`src/rtl/adder_meas_pkg.sv`:
```
// Shared types and default sizes for the adder ring-oscillator measurement stage.
package adder_meas_pkg;

  typedef enum logic [1:0] {
    IDLE,
    SETTLE,
    COUNT,
    DONE
  } state_t;

  localparam int CNT_W_DEF  = 24;
  localparam int GATE_W_DEF = 16;
  localparam int SETTLE_DEF = 8;

endpackage

```
`src/rtl/sync_rise_detect.sv`:
```
// Three-flop synchronizer for an asynchronous level, with a one-cycle pulse per rising edge.
module sync_rise_detect (
  input  logic wb_clk_i,
  input  logic wb_rst_n,
  input  logic d,
  output logic rise
);

  logic s1_p0;
  logic s2_p1;
  logic s3_p2;

  always_ff @(posedge wb_clk_i or negedge wb_rst_n) begin
    if (!wb_rst_n) begin
      s1_p0 <= 1'b0;
      s2_p1 <= 1'b0;
      s3_p2 <= 1'b0;
    end else begin
      s1_p0 <= d;
      s2_p1 <= s1_p0;
      s3_p2 <= s2_p1;
    end
  end

  // s1 may be metastable; the edge is taken from the settled s2/s3 pair.
  assign rise = s2_p1 & ~s3_p2;

endmodule

```
`src/rtl/adder_ring_counter.sv`:
```
// Gated edge counter for the instrumented adder ring: enable the ring, let it settle,
// then count synchronized rising edges for a programmable number of clocks.
module adder_ring_counter
  import adder_meas_pkg::*;
#(
  parameter int CNT_W         = CNT_W_DEF,
  parameter int GATE_W        = GATE_W_DEF,
  parameter int SETTLE_CYCLES = SETTLE_DEF
) (
  input  logic              wb_clk_i,
  input  logic              wb_rst_n,
  input  logic              start,
  input  logic [GATE_W-1:0] gate_cycles,
  input  logic              ring_in,
  output logic              ring_en,
  output logic              busy,
  output logic              done,
  output logic              overflow,
  output logic [CNT_W-1:0]  count
);

  localparam int SET_W = $clog2(SETTLE_CYCLES + 1);
  localparam logic [SET_W-1:0] SETTLE_LOAD = SET_W'(SETTLE_CYCLES);

  state_t            state;
  logic              start_q;
  logic              armed;
  logic              start_rise;
  logic              ring_rise;
  logic [GATE_W-1:0] gate_q;
  logic [GATE_W-1:0] gate_cnt;
  logic [SET_W-1:0]  settle_cnt;
  logic [CNT_W:0]    count_inc;

  // Returns {saturated, next_count}; the count sticks at all-ones.
  function automatic logic [CNT_W:0] sat_inc(input logic [CNT_W-1:0] v);
    if (&v) return {1'b1, v};
    else    return {1'b0, v + CNT_W'(1)};
  endfunction

  sync_rise_detect u_ring_sync (
    .wb_clk_i (wb_clk_i),
    .wb_rst_n (wb_rst_n),
    .d        (ring_in),
    .rise     (ring_rise)
  );

  // armed blocks a launch from a start level that was already high when reset released.
  always_ff @(posedge wb_clk_i or negedge wb_rst_n) begin
    if (!wb_rst_n) begin
      start_q <= 1'b0;
      armed   <= 1'b0;
    end else begin
      start_q <= start;
      if (!start) armed <= 1'b1;
    end
  end

  assign start_rise = start & ~start_q & armed;
  assign count_inc  = sat_inc(count);

  always_ff @(posedge wb_clk_i or negedge wb_rst_n) begin
    if (!wb_rst_n) begin
      state      <= IDLE;
      ring_en    <= 1'b0;
      busy       <= 1'b0;
      done       <= 1'b0;
      overflow   <= 1'b0;
      count      <= '0;
      gate_q     <= '0;
      gate_cnt   <= '0;
      settle_cnt <= '0;
    end else begin
      case (state)
        IDLE, DONE: begin
          if (start_rise) begin
            gate_q     <= gate_cycles;
            count      <= '0;
            overflow   <= 1'b0;
            settle_cnt <= SETTLE_LOAD;
            state      <= SETTLE;
            ring_en    <= 1'b1;
            busy       <= 1'b1;
            done       <= 1'b0;
          end
        end
        SETTLE: begin
          if (settle_cnt == SET_W'(1)) begin
            if (gate_q != '0) begin
              gate_cnt <= gate_q;
              state    <= COUNT;
            end else begin
              state   <= DONE;
              ring_en <= 1'b0;
              busy    <= 1'b0;
              done    <= 1'b1;
            end
          end else begin
            settle_cnt <= settle_cnt - SET_W'(1);
          end
        end
        COUNT: begin
          if (ring_rise) begin
            count    <= count_inc[CNT_W-1:0];
            overflow <= overflow | count_inc[CNT_W];
          end
          if (gate_cnt == GATE_W'(1)) begin
            state   <= DONE;
            ring_en <= 1'b0;
            busy    <= 1'b0;
            done    <= 1'b1;
          end else begin
            gate_cnt <= gate_cnt - GATE_W'(1);
          end
        end
        default: state <= IDLE;
      endcase
    end
  end

endmodule

```
`config.mk`:
```
export PLATFORM = sky130hd
export DESIGN_NAME = adder_ring_counter
export DESIGN_NICKNAME = d
export VERILOG_FILES = /design/src/rtl/adder_meas_pkg.sv /design/src/rtl/sync_rise_detect.sv /design/src/rtl/adder_ring_counter.sv
export SDC_FILE = /design/constraint.sdc
export NUM_CORES = 1
export LEC_CHECK = 0
export ABC_CLOCK_PERIOD_IN_PS = 3300
export BUFFER_PORTS_ARGS = -buffer_cell sky130_fd_sc_hd__buf_2
export CAP_MARGIN = 15
export CORE_MARGIN = 3
export CORE_UTILIZATION = 40
export DETAILED_ROUTE_END_ITERATION = 8
export GPL_TIMING_DRIVEN = 0
export PLACE_DENSITY = 0.56
export SLEW_MARGIN = 30
export SYNTH_ARGS = -nofsm -noshare
export SYNTH_HDL_FRONTEND = slang
export SYNTH_SLANG_ARGS = --single-unit
```
`constraint.sdc`:
```
create_clock -name wb_clk_i -period 3.3 [get_ports wb_clk_i]
set_input_delay 0.165 -clock wb_clk_i [delete_from_list [all_inputs] [get_ports wb_clk_i]]
set_output_delay 0.165 -clock wb_clk_i [all_outputs]
set_load 0.05 [all_outputs]
```
==> impl_metrics.yaml, run 1 <==
place:
  gp_congestion: 0.8538
  dp.cells: 577
  place_ws_ns: 0.4784
  dp_hpwl_mm: 7.308
  io_buffers: 47
logic_synthesis:
  yosys_warnings: 0
  synth_nets: 427
  seq_area_frac_synth_pct: 45.13
  ys_ff_latch: 70
  synthTopCellsByArea: "dfrtp_1 (45%), mux2_2 (5.2%), o21ai_0 (3.2%), nand2_1 (3.2%), a21oi_1 (2.7%)"
  synth_cell_types: 68
  syn_area_per_cell_um2: 9.703
  synthesis.area_mm2: 0.003881
  synthFlopType: "dfrtp_1"
  postSynthCellCount: 400
  synthArstFlopShare_pct: 100.0
  synth_top_area_share_pct: 45.13
  synth_top_area_cell: "dfrtp_1"
  synth-edff-count: 0
floorplanning:
  die_w_um: 104.5
  die_h_um: 104.5
  die-area_mm2: 0.01092
  start_util_pct: 41.61
  pin_count: 48
  coreArea_mm2: 0.009328
  rows: 35
routing:
  vias_per_cell: 5.705
  routedWlPerCell_um: 16.91
  drcViolationCount: 0
  via_count: 3400
  dr.pass1.iters: 5
  drt_iter0_drc: 155
  drt-total-wl_mm: 10.08
  antenna_left: 0
clock_tree:
  cts_sinks: 70
  cts_resized: 0
  cts-root-buf: "clkbuf_8"
  clkLatencyLatePin_ns: 0.35
  cts_tree: "built"
  cts_made_buffers: 9
  path_clk_slew_ns: 0.08
  cts_max_level: 3
  cts_max_path_buffers: 2
timing:
  fin_skew_ns: 0.01161
  final.setup.tns_ns: 0
  hold_viol_final: 0
  fin_ws_ns: 0.5360
  max_freq_ghz: 0.3618
  slew_viol_final: 0
  fin_crit_sh_pct: 83.76
  setup_viol: 0
  slew_headroom_pct: 52.05
  tightestPinTransition_ns: 0.7192
  rsz0062_at_grt: "false"
  finalCriticalPeriod_ns: 2.764
global_route:
  grt_overflow_total: 0
  grt_pass1_vias: 3265
  antenna_found_initial: 0
  grt_max_degree: 48
  grt_pass1_wl_mm: 16.68
  grt_usage_pct: 18.88
setup_path:
  worstReg2RegEnd: "count[3]"
  worstSetupEndpointType: "flip-flop"
  path_max_fanout: 10
  cp-start-kind: "flip-flop"
  rr_startpoint: "state[0]"
  crit_arrival_ns: 2.99
  r2r_cells: 9
  required_ns: 3.52
  path_class: "flip-flop to flip-flop"
  regToRegSetupSlack_ns: 0.54
run_status:
  status: "completed"
min_path:
  hold_class: "input port to flip-flop"
  hp-start: "gate_cycles[0]"
  worstHoldPathCells: 2
  worstHoldEndpoint: "gate_q[0]"
layout:
  fillers: 925
  n_antenna_cell: 0
  seq_area_mm2: 0.001752
  drive_gt1_share_pct: 22.06
  final_cell_count_no_fill: 596
  nets: 489
  multi_input_area_mm2: 0.001954
  area_growth_pct: 16.67
flow_run:
  maxCapViolCount: 0
power_and_ir_drop:
  power_density_mw_per_mm2: 400.4
  p_leak_nw: 2.055
  ir_worst_vdd_mv: 0.3486
==> cells by family (layout without fill, tap and decap cells) <==
logic type	Yosys count	count (layout)	synth area share, %
adder cells (fa/ha/maj)	7	7	2.257
AND/OR/NAND/NOR	161	161	23.31
AO/OA/AOI/OAI	97	97	16.99
flip-flops	70	70	45.13
XOR/XNOR	8	8	1.805
buffers and inverters	36	103	4.513
multiplexers	21	21	5.996
==> power by group <==
part           internal, W  leakage, nW  switching (W)
Sequential        0.000883        0.878      0.0000389
Clock             0.000348        0.100       0.000335
Combinational    0.0000604         1.08       0.000148
Total              0.00129         2.05       0.000521
==> through the flow <==
step / power (W) / area, um^2 / hold slack (ns) / util (%)
final: 0.001813 / 4528 / 0.04410 / 48.54
after global routing: 0.001885 / 4528 / 0.03572 / 48.54
after CTS: 0.001830 / 4528 / 0.03699 / 48.54
after detailed placement: 0.001147 / 4308 / 0.09107 / 46.18
after global placement: 0.001140 / 4278 / 0.2740 / 45.86
after floorplan: 0.001067 / 3881 / -0.1306 / -
==> timing repair <==
action	CTS	global route
hold buffers	3	0
setup buffers	0	0
hold endpoints to repair	25	0
==> final cells by class <==
| type | count | area share (%) |
|---|---|---|
| buffer | 17 | 2.293 |
| clock buffer | 10 | 2.818 |
| clock inverter | 6 | 1.382 |
| inverter | 19 | 1.575 |
| multi-input combinational | 294 | 43.16 |
| sequential | 70 | 38.68 |
| tap | 129 | 3.565 |
| timing repair buffer | 51 | 6.521 |
==> registers in the layout (all words and copies together) (netlist names) <==
register           flops
u_ring_sync.s1_p0      1
armed                  1
u_ring_sync.s2_p1      1
count                 24
state                  2
start_q                1
u_ring_sync.s3_p2      1
settle_cnt             4
overflow               1
gate_q                16
busy                   1
gate_cnt              16
done                   1
==> worst max-delay path by stage <==
stage               startpoint   endpoint  slack [ns]
floorplan             count[0]  count[20]        1.13
global placement      state[0]   count[4]        0.54
detailed placement    state[0]   count[8]        0.48
CTS                   state[0]   count[3]        0.48
global route          state[0]   count[4]        0.25
finish                state[0]   count[3]        0.54
==> per-layer routing <==
layer | global-route usage [%] | share of wire (%) | up-vias | wire (um)
li1 | - | - | 1624 | -
met1 | 27.88 | 50 | 1658 | 5062
met2 | 27.91 | 44 | 111 | 4390
met3 | 3.600 | 5.4 | 7 | 546
met4 | 5.793 | 0.76 | 0 | 77
met5 | 0 | 0 | - | 0
==> cell usage after synthesis, types with 2 or more instances <==
library cell   n
nor3_1         8
o221ai_1       2
a22o_1         2
nor4b_1        2
a31oi_1        7
o2111ai_1      2
or4_1          3
mux2i_1        3
a211oi_1       6
nand3b_1       2
a21o_1         3
a221oi_1       4
clkbuf_1      10
and2_1         2
nand2b_1       3
mux2_2        18
a221o_1        4
nand3_1       20
o22ai_1        3
inv_1         18
or3_1         10
xor2_1         4
nand4_1       11
and3_1         9
a21oi_1       21
dfrtp_1       70
clkbuf_8       3
nor2_1        27
buf_2          2
and3b_1        2
buf_4          2
xnor2_1        4
and4_1         7
nor4_1         8
o211ai_1       2
nand4b_1       2
ha_1           7
nand2_1       33
o21ai_0       25
==> worst max-delay path: stages (launching register included) <==
cell      delay (ns)
dfrtp_1         0.38
inv_1           0.05
ha_1            0.31
buf_2           0.23
nand4b_1        0.13
clkbuf_1        0.34
nor2_1          0.33
clkbuf_1        0.44
buf_2           0.34
nor2_1          0.08
==> layout by cell type (no fill, tap or decap), types with 8 or more instances in the layout <==
master,n
buf_2,48
inv_1,18
nor3_1,8
nor4_1,8
nand2_1,33
nand3_1,20
mux2_2,18
nor2_1,27
clkbuf_8,12
clkbuf_1,11
or3_1,10
nand4_1,11
and3_1,9
a21oi_1,21
dfrtp_1,70
o21ai_0,25
No activity file was read; power rests on OpenSTA's default activity.
==> run 2, diff against run 1 <==
ABC_CLOCK_PERIOD_IN_PS = 2500   (was 3300)
PLACE_DENSITY = 0.58   (was 0.56)
clock period = 2.5 ns   (was 3.3 ns; I/O delays follow)
==> run 2 against run 1 <==
  * Global-route usage down 0.13 points
  * Via count up 2.1%
  * Critical endpoint is now gate_cnt[14]
  * Fmax up 16%
  * Largest power group unchanged
  * Largest cell class unchanged
  * Critical path type unchanged
  * Sequential cell count unchanged
  * Non-clock buffer count up 13
==> impl_metrics.yaml, run 2 (synthesis results as in run 1) <==
run_status:
  status: "completed"
routing:
  drt-total-wl_mm: 9.948
  drt_iter0_drc: 203
  via_count: 3471
  routedWlPerCell_um: 16.33
  antenna_left: 0
  vias_per_cell: 5.700
  drcViolationCount: 0
  dr.pass1.iters: 5
layout:
  final_cell_count_no_fill: 609
  mostFrequentLayoutCells: "dfrtp_1 (70), buf_2 (47), nand2_1 (33), nor2_1 (26), o21ai_0 (25)"
  nets: 502
  n_antenna_cell: 0
  layout_commonest_cell: "dfrtp_1"
  drive_gt1_share_pct: 22.92
  reg.largest.list: "count: 24 flops, gate_cnt: 16 flops, gate_q: 16 flops"
  area_growth_pct: 20.63
  registers.top_by_ff_count: "count"
  largest_register_ffs: 24
clock_tree:
  cts_made_buffers: 9
  cts_max_level: 3
  cts-root-buf: "clkbuf_8"
  cts_tree: "built"
  clkLatencyLatePin_ns: 0.35
  path_clk_slew_ns: 0.08
  cts_sinks: 70
  postCtsSetupBuffers: 0
  cts_max_path_buffers: 2
place:
  dp.cells: 577
  io_buffers: 47
  dp_hpwl_mm: 7.093
  gp_congestion: 0.8898
power_and_ir_drop:
  power_density_mw_per_mm2: 520.1
  p_leak_nw: 2.112
  switching_share_pct: 28.30
  finalPower_w: 0.002435
  internal-power_w: 0.001746
  power.switching_w: 0.0006892
  p_seq_share_pct: 50.1
  ir_worst_vdd_mv: 0.3494
  clockPowerShare_pct: 38.1
  combPwrFrac_pct: 11.9
global_route:
  grt_usage_pct: 18.75
  grt_pass1_wl_mm: 16.60
  antenna_found_initial: 0
  grt_max_degree: 41
  grt_overflow_total: 0
  grt_pass1_vias: 3241
floorplanning:
  start_util_pct: 41.61
  die_h_um: 104.5
  pin_count: 48
  die_w_um: 104.5
  die-area_mm2: 0.01092
  rows: 35
  coreArea_mm2: 0.009328
setup_path:
  worstSetupEndpointType: "flip-flop"
  worstReg2RegEnd: "gate_cnt[14]"
  required_ns: 2.73
  worstSetupEndpoint: "gate_cnt[14]"
  regToRegSetupSlack_ns: 0.12
  cp-start-kind: "flip-flop"
  critical_path.max_stage_delay_ns: 0.48
  r2r_cells: 7
  crit_arrival_ns: 2.61
  rr_startpoint: "gate_cnt[1]"
  crit_slowest_cell: "nor4b_1"
  critPathLaunch: "gate_cnt[1]"
  path_class: "flip-flop to flip-flop"
  crit_chain: "inv_1 > ha_1 > nor4b_1 > and4_1 > nand2_4 > and4bb_2 > a221o_1"
  path_max_fanout: 9
timing:
  max_freq_ghz: 0.4200
  slew_viol_final: 0
  finalCriticalPeriod_ns: 2.381
  fin_skew_ns: 0.007994
  slew_headroom_pct: 57.89
  rsz0062_at_grt: "false"
  holdWs_ns: 0.007117
  tightestPinTransition_ns: 0.6259
  setup_viol: 0
  fin_crit_sh_pct: 95.23
  hold_viol_final: 0
min_path:
  hold_class: "input port to flip-flop"
flow_run:
  maxCapViolCount: 0
## run 2: power groups by stage
| stage | Sequential (W) | Combinational, W | Clock, W |
|---|---|---|---|
| 6_report | 0.00122 | 0.000289 | 0.000927 |
| 5_1_grt | 0.00123 | 0.000310 | 0.00100 |
| 4_1_cts | 0.00122 | 0.000290 | 0.000955 |
| 3_5_place_dp | 0.00124 | 0.000272 | 0 |
| 3_3_place_gp | 0.00124 | 0.000265 | 0 |
| 2_1_floorplan | 0.00134 | 0.0000686 | 0 |
## run 2: critical path, delay by kind of cell, from the launching register on
kind	cells	cell delay [ns]
adders and majority gates	1	0.15
AOI/OAI and AO/OA	1	0.29
and+or+nand+nor	4	1.33
DFF	1	0.38
buffers and inverters	1	0.10
## run 2: layer usage
layer  share of wire, %  global-route usage (%)
met2                 44                   27.44
met5                  0                       0
met1                 49                   27.29
met4                1.2                   5.983
met3                5.7                   4.407
## run 2: layout make-up
cell class	instances	area, um^2
Buffer	17	113.9
Clock buffer	11	141.4
Clock inverter	5	58.81
Fill cell	895	4646
Inverter	19	71.32
Multi-Input combinational cell	294	1966
Sequential cell	70	1752
Tap cell	129	161.4
Timing Repair Buffer	64	417.9
## run 2: how the worst min path moves through the flow
| stage | slack, ns | to | start | cells after the start |
|---|---|---|---|---|
| floorplan | -0.17 | armed | wb_rst_n | 0 |
| global placement | 0.23 | u_ring_sync.s1_p0 | ring_in | 1 |
| detailed placement | 0.09 | count[10] | wb_rst_n | 1 |
| CTS | 0.00001 | gate_q[11] | gate_cycles[11] | 2 |
| global route | 0.01 | gate_q[5] | gate_cycles[5] | 2 |
| finish | 0.007 | gate_q[5] | gate_cycles[5] | 2 |
## run 2: metrics by stage
step / worst slack [ns] / cell area [um^2] / setup TNS (ns) / utilization (%)
floorplan: 0.3261 / 3881 / 0 / -
global placement: -0.2447 / 4278 / -2.991 / 45.86
detailed placement: -0.2762 / 4300 / -3.302 / 46.10
CTS: 0.04470 / 4656 / 0 / 49.91
global route: 0.01106 / 4682 / 0 / 50.19
finish: 0.1192 / 4682 / 0 / 50.19
## run 2: what timing repair did
action | 4_1_cts | 5_1_grt
gates resized for setup | 3 | 9
hold buffers | 15 | 1
endpoints found under the setup margin | 20 | 22
cloned | 0 | 0
endpoints found under the hold margin | 45 | 1
